File: src/rtl/gray_to_bin.sv
// gray_to_bin
//   Converts a reflected-binary (Gray) code word to natural binary.
//   A combinational result is available in the same cycle. A registered,
//   valid-qualified result follows one cycle later. Consecutive valid words
//   that differ in more than one bit are flagged as illegal Gray steps.
//
// Ports
//   clk         in   1      rising-edge clock
//   rst         in   1      synchronous reset, active-high
//   gray        in   WIDTH  Gray-coded input word
//   gray_valid  in   1      gray is valid this cycle
//   binary      out  WIDTH  combinational binary of gray (ignores rst/valid)
//   bin_q       out  WIDTH  registered binary of the last valid gray
//   bin_valid   out  1      one-cycle pulse: bin_q updated this cycle
//   step_err    out  1      registered; illegal Gray step, only with bin_valid
module gray_to_bin #(
    parameter int WIDTH = 3
) (
    input  logic             clk,
    input  logic             rst,
    input  logic [WIDTH-1:0] gray,
    input  logic             gray_valid,
    output logic [WIDTH-1:0] binary,
    output logic [WIDTH-1:0] bin_q,
    output logic             bin_valid,
    output logic             step_err
);

    localparam logic [WIDTH-1:0] ZERO = {WIDTH{1'b0}};
    localparam logic [WIDTH-1:0] ONE  = WIDTH'(1'b1);

    // Prefix XOR from the MSB down: each binary bit folds in one more Gray bit.
    function automatic logic [WIDTH-1:0] gray_decode(input logic [WIDTH-1:0] g);
        logic [WIDTH-1:0] b;
        b = g;
        for (int i = WIDTH - 2; i >= 0; i--) begin
            b[i] = b[i+1] ^ g[i];
        end
        return b;
    endfunction

    // True when more than one bit is set. Clearing the lowest set bit leaves
    // something behind only if a second bit was set.
    function automatic logic multi_bit(input logic [WIDTH-1:0] d);
        return ((d & (d - ONE)) != ZERO);
    endfunction

    logic [WIDTH-1:0] binary_s;
    logic             step_err_s;
    logic [WIDTH-1:0] bin_q_r;
    logic             bin_valid_r;
    logic             step_err_r;
    logic [WIDTH-1:0] prev_gray_r;
    logic             prev_ok_r;

    // Same-cycle Gray decode.
    always_comb begin
        binary_s = gray_decode(gray);
    end

    // Step check against the previous accepted word. No previous word means no error.
    always_comb begin
        step_err_s = 1'b0;
        if (gray_valid && prev_ok_r) begin
            step_err_s = multi_bit(gray ^ prev_gray_r);
        end else begin
            step_err_s = 1'b0;
        end
    end

    // Output registers and previous-word store. Reset drops a coincident valid.
    always_ff @(posedge clk) begin
        if (rst) begin
            bin_q_r     <= ZERO;
            bin_valid_r <= 1'b0;
            step_err_r  <= 1'b0;
            prev_gray_r <= ZERO;
            prev_ok_r   <= 1'b0;
        end else if (gray_valid) begin
            bin_q_r     <= binary_s;
            bin_valid_r <= 1'b1;
            step_err_r  <= step_err_s;
            prev_gray_r <= gray;
            prev_ok_r   <= 1'b1;
        end else begin
            bin_valid_r <= 1'b0;
            step_err_r  <= 1'b0;
        end
    end

    assign binary    = binary_s;
    assign bin_q     = bin_q_r;
    assign bin_valid = bin_valid_r;
    assign step_err  = step_err_r;

endmodule

File: config.mk
export PLATFORM = sky130hd
export DESIGN_NAME = gray_to_bin
export DESIGN_NICKNAME = d
export VERILOG_FILES = /design/src/rtl/gray_to_bin.sv
export SDC_FILE = /design/constraint.sdc
export NUM_CORES = 1
export LEC_CHECK = 0
export CAP_MARGIN = 10
export CORE_AREA = 2 2 39 41
export DETAILED_ROUTE_END_ITERATION = 16
export DIE_AREA = 0 0 41 43
export GPL_ROUTABILITY_DRIVEN = 0
export SLEW_MARGIN = 40
export SYNTH_ARGS = -nofsm -noshare
export SYNTH_HDL_FRONTEND = slang
export SYNTH_SLANG_ARGS = --single-unit
File: constraint.sdc
create_clock -name clk -period 0.85 [get_ports clk]
set_input_delay 0.085 -clock clk [delete_from_list [all_inputs] [get_ports clk]]
set_output_delay 0.085 -clock clk [all_outputs]
set_load 0.02 [all_outputs]
==> impl_results.md <==
* Core Region at 1380 um2
* Share of cells above drive strength 1 at 0.564
* Global routing's busiest layer: met2
* Hold Fails Final Rpt at 0
* Starting Density at 0.247
* Fill cell count at 139
* Max Buffers Root-to-Sink at 2
* Via density at 4.00
* CP Cell Sequence: xor2_2 > o211ai_1 > nor2_1
* Antenna diode count at 0
* Max-slew violation total from the final report at 0
* CP required at 980 ps
* CTS root buffer: clkbuf_4
* Cell Area, Synth at 342 um2
* Final Skew at 2.69 ps
* Initial DRC count at 4
* Layout area overhead at 72.5%
* Final Core Density at 0.426
* Vias at 284
* Post-synth top area cell: dfxtp_1
* CTS H-tree depth at 1
* RSZ-0062 raised after global routing: yes
* Final-report setup violation count at 0
* CTS tree: built
* Clk slew on worst S/H paths at 50 ps
* Leak pwr at 0.290 nW
* Final Cell Area at 589 um2
* Crit path time final at 850 ps
* Detailed placer's ending HPWL at 567 um
* Total iterations of the first detailed-routing run at 2
* DRC Markers at 0
* Die height at 43 um
* IO Port Bufs at 13
* Critical path class: reg2reg
* Sequential cell area fraction in the yosys report at 0.469
* First-pass GRT wire length at 1150 um
* Largest net degree at the start of global routing at 6
* Met2 usage at 0.147
* Seq cells post-synth at 8
* Hold_sp: gray[0]
* Clock sinks at 8
* Syn Area/Cell at 10.7 um2
* Maxcap violations at 0
* Total gr overflow at 0
* Period utilization at 1.00
* R2R Setup Slk at 0.2 ps
* Reg2reg end: step_err$_SDFF_PP0_
* Hold Path Class: in2reg
* Critical Path Slowest Stage Cell: dfxtp_2
* Total power at 0.000958 W
* Synth top area cells: dfxtp_1 47%, mux2i_1 15%, xor2_1 10%
* Largest stage delay, worst path at 330 ps
* Synth Warn # at 0
* Vias in the first global route at 281
* Die footprint at 1760 um2
* Status: finished clean
* Worst Setup Start Kind: flip-flop
* Die X-Extent at 41 um
* Hold path endpoint: prev_gray_r[0]$_SDFFE_PP0P_
* R2r startpoint: prev_gray_r[0]$_SDFFE_PP0P_
* Async SR Flop Fraction at 0
* Hold depth at 3
* Clk_lat worst skew at 250 ps
* Arrival time worst endpoint at 980 ps
* Post-synth EDFFs at 0
* Dominant synthesized flop cell: dfxtp_1
* Met3 layer usage reported by global route at 0.0838
* VDD IR max at 0.00102 V
* Average wire per standard cell at 10.6 um
* Nets at 63
* Top cell type's share of synthesized area at 0.469
* Std cell rows at 14
* Fin cells at 71
* Dpl cell area at 544 um2
* Most common library cells after synthesis: 8 x dfxtp_1, 8 x nor2_1, 5 x mux2i_1
* Met1 usage at 0.108
* Post-Syn Nets at 38
* Total Wirelength at 755 um
* Critical path peak fanout at 2
* Yosys cell types at 9
* Post-Syn Instances at 32
* Reg2Reg Depth at 3
* Number of cells after detailed placement at 68
* Crit end category: flip-flop
* Boundary pin count at 14
* Fmax at 1180 MHz
* PwrDens at 1620 nW/um2
* TritonCTS Buffers at 3
* Least-Margin Pin Slew at 202 ps
* Initial antenna violation count at 0
* Slew margin rel. at 0.866
* Total GRT Usage at 0.106
* Post-DRT Antenna Nets at 0
==> layer usage <==
metal / wire length, um / vias up
met5: 0 / -
li1: - / 149
met2: 385 / 10
met4: 14 / 0
met1: 269 / 123
met3: 85 / 2
==> stage by stage <==
stage,setup TNS (ps),setup WS (ps),hold slack [ps]
global route,-52.8,-52.8,158
global placement,-4840,-807,455
finish,0,0.174,146
CTS,-6.25,-6.25,166
floorplan,-18.3,-18.3,157
detailed placement,-5060,-836,464
==> cell families after synthesis <==
family | synth area share
muxes | 0.147
AOI/OAI and AO/OA | 0.0366
buffers and inverters | 0.0659
and+or+nand+nor | 0.106
xor gates and xnor gates | 0.176
DFF | 0.469
==> critical path: cells and delay by family, from the launching register on <==
kind / cells / cell delay [ps]
simple gates: 1 / 60
xor+xnor: 1 / 150
flops: 1 / 330
compound gates: 1 / 200
==> registers in the layout (all words and copies together) (netlist names) <==
register,cells
bin_q,3
bin_valid,1
prev_gray_r,2
prev_ok_r,1
step_err,1
==> how the worst max path moves through the flow <==
stage,startpoint,end,depth (start not counted)
after floorplan,gray[2],bin_q[0]$_SDFFE_PP0P_,3
after global placement,gray[2],binary[0],3
after detailed placement,gray[2],binary[0],3
after CTS,prev_gray_r[0]$_SDFFE_PP0P_,step_err$_SDFF_PP0_,3
after global routing,prev_gray_r[0]$_SDFFE_PP0P_,step_err$_SDFF_PP0_,3
final,prev_gray_r[0]$_SDFFE_PP0P_,step_err$_SDFF_PP0_,3
==> power by group <==
group | internal (W) | total [W] | switching, W
combinational | 0.000146 | 0.000264 | 0.000118
sequential | 0.000402 | 0.000415 | 0.0000132
clock | 0.000161 | 0.000278 | 0.000118
==> layout by cell type, fill, tap and decap left out, drive strengths merged <==
| cell | synthesis | final |
|---|---|---|
| buf | 3 | 20 |
| nor2 | 8 | 8 |
| dfxtp | 8 | 8 |
| mux2i | 5 | 5 |
| xor2 | 4 | 4 |
| clkbuf | 0 | 3 |
| xor3 | 1 | 1 |
| nor2b | 1 | 1 |
| a21oi | 1 | 1 |
| o211ai | 1 | 1 |
| dlygate4sd2 | 0 | 1 |
| clkdlybuf4s50 | 0 | 1 |
| clkdlybuf4s15 | 0 | 1 |
==> timing repair <==
item                                    in CTS  in global routing
hold endpoints to repair                     0                  0
cloned                                       0                  0
gates resized for setup                     53                  9
pin swaps                                    4                  5
endpoints found under the setup margin      11                  4
hold buffers                                 0                  0
setup buffers                                0                  1
==> area by class of cell <==
class | instances | area, um2 | area share
sequential | 8 | 164 | 0.278
clock buffer | 3 | 22.5 | 0.0382
tap | 16 | 20.0 | 0.0340
multi-input combinational | 21 | 195 | 0.331
timing repair buffer | 23 | 188 | 0.318
Power figures use the tool's default switching activity.
